`config.mk`:
```
export PLATFORM = sky130hd
export DESIGN_NAME = raster_scheduler_flat
export DESIGN_NICKNAME = d
export VERILOG_FILES = /design/src/rtl/raster_scheduler_if.sv /design/src/rtl/raster_scheduler.sv /design/src/flat_wrapper.sv
export SDC_FILE = /design/constraint.sdc
export NUM_CORES = 1
export LEC_CHECK = 0
export ABC_AREA = 1
export CELL_PAD_IN_SITES_DETAIL_PLACEMENT = 0
export CELL_PAD_IN_SITES_GLOBAL_PLACEMENT = 1
export CORE_ASPECT_RATIO = 2
export CORE_MARGIN = 2
export CORE_UTILIZATION = 35
export CTS_CLUSTER_DIAMETER = 120
export CTS_CLUSTER_SIZE = 10
export DETAILED_ROUTE_END_ITERATION = 8
export PLACE_DENSITY = 0.85
export SETUP_SLACK_MARGIN = 0.5
export SLEW_MARGIN = 20
export SYNTH_ARGS = -nofsm -noshare
export SYNTH_HDL_FRONTEND = slang
export SYNTH_SLANG_ARGS = --single-unit
```
`constraint.sdc`:
```
create_clock -name clk_in -period 11.2 [get_ports clk_in]
set_clock_uncertainty 0.15 [all_clocks]
set_input_delay 1.68 -clock clk_in [delete_from_list [all_inputs] [get_ports clk_in]]
set_output_delay 1.68 -clock clk_in [all_outputs]
set_load 0.005 [all_outputs]
```
`src/rtl/raster_scheduler_if.sv`:
```
// Scheduler-facing bundle: frame control, triangle-memory read port, rasterizer handshake and back-buffer clear port.
// master = scheduler side, slave = the surrounding frame/raster/memory logic.
interface raster_scheduler_if #(
  parameter int TRI_AW = 10
);
  logic                new_frame;
  logic [TRI_AW:0]     tri_count;
  logic [TRI_AW-1:0]   tri_addr;
  logic [80:0]         tri_rdata;
  logic [2:0][8:0]     vert1;
  logic [2:0][8:0]     vert2;
  logic [2:0][8:0]     vert3;
  logic                valid_tri;
  logic                rast_ready;
  logic                obj_done;
  logic                clear_we;
  logic [16:0]         clear_addr;
  logic                busy;
  logic                frame_overrun;

  modport master (
    input  new_frame, tri_count, tri_rdata, rast_ready,
    output tri_addr, vert1, vert2, vert3, valid_tri, obj_done,
           clear_we, clear_addr, busy, frame_overrun
  );

  modport slave (
    output new_frame, tri_count, tri_rdata, rast_ready,
    input  tri_addr, vert1, vert2, vert3, valid_tri, obj_done,
           clear_we, clear_addr, busy, frame_overrun
  );
endinterface

```
`src/rtl/raster_scheduler.sv`:
```
// Frame sequencer: optional back-buffer clear (RASTER_SCHED_CLEAR_EN), then fetch/issue triangles; first valid_tri 1+MEM_LAT+1 cycles after new_frame (+WIDTH*HEIGHT with clear).
// Backpressure: each triangle waits in ISSUE/WAIT for rast_ready with vertices held; new_frame while busy is dropped and flagged.
module raster_scheduler #(
  parameter int WIDTH   = 360,
  parameter int HEIGHT  = 360,
  parameter int TRI_AW  = 10,
  parameter int MEM_LAT = 2
) (
  input  logic                clk_in,
  input  logic                rst_in,
  raster_scheduler_if.master  bus
);

  typedef enum logic [2:0] {
    IDLE  = 3'd0,
    CLEAR = 3'd1,
    FETCH = 3'd2,
    LOAD  = 3'd3,
    ISSUE = 3'd4,
    WAIT  = 3'd5,
    DONE  = 3'd6
  } state_t;

  localparam logic [16:0] CLR_LAST = 17'(WIDTH * HEIGHT - 1);
  localparam logic [2:0]  LAT_LAST = 3'(MEM_LAT - 1);
  localparam logic [TRI_AW:0] IDX_ONE = {{TRI_AW{1'b0}}, 1'b1};

  state_t            state;
  logic [TRI_AW:0]   idx;
  logic [TRI_AW:0]   count;
  logic [TRI_AW:0]   idx_nxt;
  logic [2:0]        lat_cnt;
  logic              blank;
  logic [TRI_AW-1:0] addr_r;
  logic [2:0][8:0]   v1_r;
  logic [2:0][8:0]   v2_r;
  logic [2:0][8:0]   v3_r;
  logic              obj_r;
  logic              busy_r;
  logic              clr_we_r;
  logic [16:0]       clr_addr_r;

  assign idx_nxt = idx + IDX_ONE;

  always_ff @(posedge clk_in or posedge rst_in) begin
    if (rst_in) begin
      state      <= IDLE;
      idx        <= '0;
      count      <= '0;
      lat_cnt    <= '0;
      blank      <= 1'b0;
      addr_r     <= '0;
      v1_r       <= '0;
      v2_r       <= '0;
      v3_r       <= '0;
      obj_r      <= 1'b0;
      busy_r     <= 1'b0;
      clr_we_r   <= 1'b0;
      clr_addr_r <= '0;
    end else begin
      case (state)
        IDLE: begin
          if (bus.new_frame) begin
            count   <= bus.tri_count;
            idx     <= '0;
            addr_r  <= '0;
            lat_cnt <= '0;
            busy_r  <= 1'b1;
`ifdef RASTER_SCHED_CLEAR_EN
            state      <= CLEAR;
            clr_we_r   <= 1'b1;
            clr_addr_r <= '0;
`else
            state <= FETCH;
`endif
          end
        end
`ifdef RASTER_SCHED_CLEAR_EN
        CLEAR: begin
          if (clr_addr_r == CLR_LAST) begin
            clr_we_r   <= 1'b0;
            clr_addr_r <= '0;
            state      <= FETCH;
          end else begin
            clr_addr_r <= clr_addr_r + 17'd1;
          end
        end
`endif
        FETCH: begin
          // Index check happens on the first FETCH cycle, so tri_count=0 skips memory entirely.
          if (idx == count) begin
            obj_r <= 1'b1;
            state <= DONE;
          end else if (lat_cnt == LAT_LAST) begin
            lat_cnt <= '0;
            state   <= LOAD;
          end else begin
            lat_cnt <= lat_cnt + 3'd1;
          end
        end
        LOAD: begin
          v1_r  <= bus.tri_rdata[26:0];
          v2_r  <= bus.tri_rdata[53:27];
          v3_r  <= bus.tri_rdata[80:54];
          state <= ISSUE;
        end
        ISSUE: begin
          if (bus.rast_ready) begin
            blank <= 1'b1;
            state <= WAIT;
          end
        end
        WAIT: begin
          // The rasterizer's ready lags valid_tri by a cycle; ignore it during the blanking cycle.
          if (blank) begin
            blank <= 1'b0;
          end else if (bus.rast_ready) begin
            idx    <= idx_nxt;
            addr_r <= idx_nxt[TRI_AW-1:0];
            state  <= FETCH;
          end
        end
        DONE: begin
          obj_r  <= 1'b0;
          busy_r <= 1'b0;
          state  <= IDLE;
        end
        default: begin
          obj_r  <= 1'b0;
          busy_r <= 1'b0;
          state  <= IDLE;
        end
      endcase
    end
  end

  assign bus.tri_addr      = addr_r;
  assign bus.vert1         = v1_r;
  assign bus.vert2         = v2_r;
  assign bus.vert3         = v3_r;
  assign bus.valid_tri     = (state == ISSUE) && bus.rast_ready;
  assign bus.obj_done      = obj_r;
  assign bus.busy          = busy_r;
  assign bus.frame_overrun = bus.new_frame && busy_r;

`ifdef RASTER_SCHED_CLEAR_EN
  assign bus.clear_we   = clr_we_r;
  assign bus.clear_addr = clr_addr_r;
`else
  logic unused_clr_cfg;
  assign unused_clr_cfg = ^{CLR_LAST, clr_we_r, clr_addr_r};
  assign bus.clear_we   = 1'b0;
  assign bus.clear_addr = '0;
`endif

endmodule
```
`src/flat_wrapper.sv`:
```
// flat-port wrapper written by rule: the top's interface ports become plain ports
module raster_scheduler_flat 
#(
  parameter int WIDTH   = 360,
  parameter int HEIGHT  = 360,
  parameter int TRI_AW  = 10,
  parameter int MEM_LAT = 2
)
  (clk_in, rst_in, bus_new_frame, bus_tri_count, bus_tri_rdata, bus_rast_ready, bus_tri_addr, bus_vert1, bus_vert2, bus_vert3, bus_valid_tri, bus_obj_done, bus_clear_we, bus_clear_addr, bus_busy, bus_frame_overrun);
  raster_scheduler_if #(.TRI_AW(TRI_AW)) bus_i ();
  input  logic clk_in;
  input  logic rst_in;
  input wire logic [$bits(bus_i.new_frame)-1:0] bus_new_frame;
  input wire logic [$bits(bus_i.tri_count)-1:0] bus_tri_count;
  input wire logic [$bits(bus_i.tri_rdata)-1:0] bus_tri_rdata;
  input wire logic [$bits(bus_i.rast_ready)-1:0] bus_rast_ready;
  output wire logic [$bits(bus_i.tri_addr)-1:0] bus_tri_addr;
  output wire logic [$bits(bus_i.vert1)-1:0] bus_vert1;
  output wire logic [$bits(bus_i.vert2)-1:0] bus_vert2;
  output wire logic [$bits(bus_i.vert3)-1:0] bus_vert3;
  output wire logic [$bits(bus_i.valid_tri)-1:0] bus_valid_tri;
  output wire logic [$bits(bus_i.obj_done)-1:0] bus_obj_done;
  output wire logic [$bits(bus_i.clear_we)-1:0] bus_clear_we;
  output wire logic [$bits(bus_i.clear_addr)-1:0] bus_clear_addr;
  output wire logic [$bits(bus_i.busy)-1:0] bus_busy;
  output wire logic [$bits(bus_i.frame_overrun)-1:0] bus_frame_overrun;
  assign bus_i.new_frame = bus_new_frame;
  assign bus_i.tri_count = bus_tri_count;
  assign bus_i.tri_rdata = bus_tri_rdata;
  assign bus_i.rast_ready = bus_rast_ready;
  assign bus_tri_addr = bus_i.tri_addr;
  assign bus_vert1 = bus_i.vert1;
  assign bus_vert2 = bus_i.vert2;
  assign bus_vert3 = bus_i.vert3;
  assign bus_valid_tri = bus_i.valid_tri;
  assign bus_obj_done = bus_i.obj_done;
  assign bus_clear_we = bus_i.clear_we;
  assign bus_clear_addr = bus_i.clear_addr;
  assign bus_busy = bus_i.busy;
  assign bus_frame_overrun = bus_i.frame_overrun;
  raster_scheduler #(.WIDTH(WIDTH), .HEIGHT(HEIGHT), .TRI_AW(TRI_AW), .MEM_LAT(MEM_LAT)) u_core (.clk_in(clk_in), .rst_in(rst_in), .bus(bus_i));
endmodule
```
==> impl_metrics.env <==
export IMPL_syn_inst=456
export IMPL_path_cells="clkdlybuf4s50_1, nand3_1, inv_1, clkdlybuf4s50_1"
export IMPL_grt_pass1_vias=4051
export IMPL_path_class="input pin to output pin"
export IMPL_io_pins=209
export IMPL_avgSynthCellArea_um2=11.17
export IMPL_cp_required_ns=9.37
export IMPL_drive_gt1_share_pct=18.25
export IMPL_drt_iter0_markers=100
export IMPL_grt_setup_unrepaired="no"
export IMPL_yosysWarnings=0
export IMPL_p_leak_nw=3.155
export IMPL_initial_utilization_pct=35.69
export IMPL_fp_dieH_um=174.6
export IMPL_cts_setup_buffers=0
export IMPL_globalRoute_totalOverflow=0
export IMPL_antenna_found_initial=0
export IMPL_critical_path_most_common_cell="clkdlybuf4s50_1"
export IMPL_utilization_pct=51.32
export IMPL_sw_frac_of_total_pct=30.84
export IMPL_cpMaxStageDelayCell="clkdlybuf4s50_1"
export IMPL_switchingPower_mw=0.5552
export IMPL_yosysSeqAreaShare_pct=55.02
export IMPL_finalSetupViolations=0
export IMPL_syn_to_final_growth_pct=43.82
export IMPL_gp_congestion=0.8314
export IMPL_synth_xor_area_share_pct=1.891
export IMPL_cts_hold_fix_buffers=0
export IMPL_synth_compound_area_share_pct=4.078
export IMPL_die_w_um=89.31
export IMPL_dp_slack_ns=6.503
export IMPL_nets=734
export IMPL_ir_drop_uv=92.40
export IMPL_powerDensity_mw_per_mm2=245.7
export IMPL_critPathMaxFanout=3
export IMPL_ctsResizeCount=0
export IMPL_dieArea_mm2=0.01559
export IMPL_wl_per_cell_um=15.31
export IMPL_dpl_cell_count=816
export IMPL_drv_cap=0
export IMPL_synth_distinct_cells=32
export IMPL_firstDrtPassIters=4
export IMPL_rows=62
export IMPL_power_frac_comb_pct=44.1
export IMPL_finalWorstSetupSlack_ns=6.489
export IMPL_cts_sinks=112
export IMPL_fin_hold_ws_ns=0.3265
export IMPL_htreeDepth=3
export IMPL_num_vias=3786
export IMPL_synth_top_family_by_area="multiplexers"
export IMPL_ant_nets=0
export IMPL_synth_seq_cells=112
export IMPL_synthAdderAreaFrac_pct=0.4913
export IMPL_max_freq_ghz=0.2123
export IMPL_vias_per_cell=4.545
export IMPL_drt_drc_violations_left=0
export IMPL_synth_main_ff_cell="dfrtp_1"
export IMPL_clk_latency_ns=0.34
export IMPL_post_route_min_period_ns=4.711
export IMPL_start_kind="input pin"
export IMPL_ys_async_sr_fraction_pct=100.0
export IMPL_placeableCoreArea_mm2=0.01427
export IMPL_dp_hpwl_mm=9.918
export IMPL_synth_edf_count=0
export IMPL_worstMarginPinSlew_ns=0.7994
export IMPL_clk_path_buf_depth=2
export IMPL_path_clk_slew_ns=0.07
export IMPL_slowest_delay_ns=0.52
export IMPL_drv_slew=0
export IMPL_cp_end_kind="output pin"
export IMPL_fin_cells=833
export IMPL_internal_power_mw=1.245
export IMPL_port_buffer_count=190
export IMPL_drt_wl_total_mm=12.75
export IMPL_maxSlewHeadroom_pct=46.71
export IMPL_finalHoldViolations=0
export IMPL_synthSimpleGateAreaFrac_pct=11.64
export IMPL_grt_max_degree=84
export IMPL_cts_inserted_buffers=9
export IMPL_grt_total_usage_pct=16.50
export IMPL_place_area_mm2=0.007002
export IMPL_synth_mux_area_share_pct=17.91
export IMPL_grt_first_pass_wirelength_mm=19.75
export IMPL_n_antenna_cell=0
export IMPL_finalPower_mw=1.800
export IMPL_hp_class="flip-flop to flip-flop"
export IMPL_root_buffer="clkbuf_16"
export IMPL_finalSetupTns_ns=0
export IMPL_cp_arrival_ns=2.88
export IMPL_period_share_pct=42.06
export IMPL_synth_area_mm2=0.005094
export IMPL_clkPwrFrac_pct=17.7
export IMPL_cts_tree="done"
export IMPL_status="complete, no violations"
export IMPL_fin_area_mm2=0.007326
export IMPL_p_seq_share_pct=38.2
[Yosys cell counts (3+ instances only)]
library cell | instances | area (um2)
xor2_1 | 5 | 43.79
nand3_1 | 17 | 85.08
inv_1 | 30 | 112.6
nor2_1 | 22 | 82.58
a21oi_1 | 6 | 30.03
xnor2_1 | 6 | 52.55
mux2_2 | 81 | 912.1
buf_6 | 8 | 90.09
o21ai_0 | 15 | 75.07
dfrtp_1 | 112 | 2803
buf_2 | 3 | 15.01
nand2_1 | 95 | 356.6
buf_4 | 29 | 217.7
[path summary, 6_finish.rpt]
path / start / to / slack (ns) / cells after the start
worst max-delay path: bus_rast_ready / bus_valid_tri / 6.49 / 4
worst min-delay path: u_core.bus.obj_done$_DFFE_PP0P_ / u_core.bus.obj_done$_DFFE_PP0P_ / 0.33 / 2
worst max register to register: u_core.state[2]$_DFFE_PP0P_ / u_core.bus.vert2[24]$_DFFE_PP0P_ / 9.25 / 4
worst min register to register: u_core.bus.obj_done$_DFFE_PP0P_ / u_core.bus.obj_done$_DFFE_PP0P_ / 0.33 / 2
max in group asynchronous: rst_in / u_core.bus.vert1[6]$_DFFE_PP0P_ / 8.03 / 3
min in group asynchronous: rst_in / u_core.bus.vert3[12]$_DFFE_PP0P_ / 1.61 / 2
[layout make-up]
| class | count | area, um2 |
|---|---|---|
| clock buffer | 10 | 239.0 |
| clock inverter | 6 | 57.56 |
| fill | 1302 | 6948 |
| inverter | 33 | 127.6 |
| multi-input combinational | 287 | 1914 |
| sequential | 112 | 2803 |
| tap | 192 | 240.2 |
| timing repair buffer | 193 | 1944 |
[routing by layer]
| metal | up-vias | share of wire, % | global-route usage [%] | wire length [um] |
|---|---|---|---|---|
| li1 | 1801 | - | - | - |
| met1 | 1826 | 33 | 15.27 | 4206 |
| met2 | 134 | 58 | 32.22 | 7426 |
| met3 | 25 | 5.3 | 3.070 | 681 |
| met4 | 0 | 3.4 | 7.960 | 440 |
| met5 | - | 0 | 0 | 0 |
[cell usage in the layout (no fill, tap or decap), types with 5 or more instances in the layout]
master,netlist,final
o21ai_0,15,15
a21oi_1,6,6
nor2_1,22,22
mux2_2,81,81
xnor2_1,6,6
dfrtp_1,112,112
clkdlybuf4s50_1,0,190
xor2_1,5,5
nand3_1,17,16
conb_1,1,18
nand2_1,95,95
clkbuf_16,0,9
inv_1,30,29
[power groups by stage]
stage | sequential [mW] | clock, mW | combinational, mW
after CTS | 0.688 | 0.331 | 0.808
after floorplan | 0.698 | 0 | 0.371
after global placement | 0.685 | 0 | 0.788
after detailed placement | 0.696 | 0 | 0.805
after global routing | 0.711 | 0.346 | 0.866
final | 0.687 | 0.319 | 0.794
[sequential cells by signal, summed over array words and instances, names as in the netlist]
name / flops
u_core.count: 11
u_core.bus.vert1: 27
u_core.state: 3
u_core.bus.obj_done: 1
u_core.bus.busy: 1
u_core.bus.vert2: 27
u_core.bus.vert3: 27
u_core.lat_cnt: 3
u_core.idx: 11
u_core.blank: 1
[cell families (layout without fill, tap and decap cells)]
kind of cell	count (synthesis)	in the layout
AOI/OAI and AO/OA	33	33
muxes	81	81
and+or+nand+nor	142	142
other	1	18
buffers and inverters	74	242
adders and majority gates	2	2
DFF	112	112
xor gates and xnor gates	11	11
[critical path, delay by kind of cell]
| kind | cells | cell delay (ns) |
|---|---|---|
| buffers and inverters | 3 | 1.09 |
| and+or+nand+nor | 1 | 0.11 |
Power figures use the tool's default switching activity.
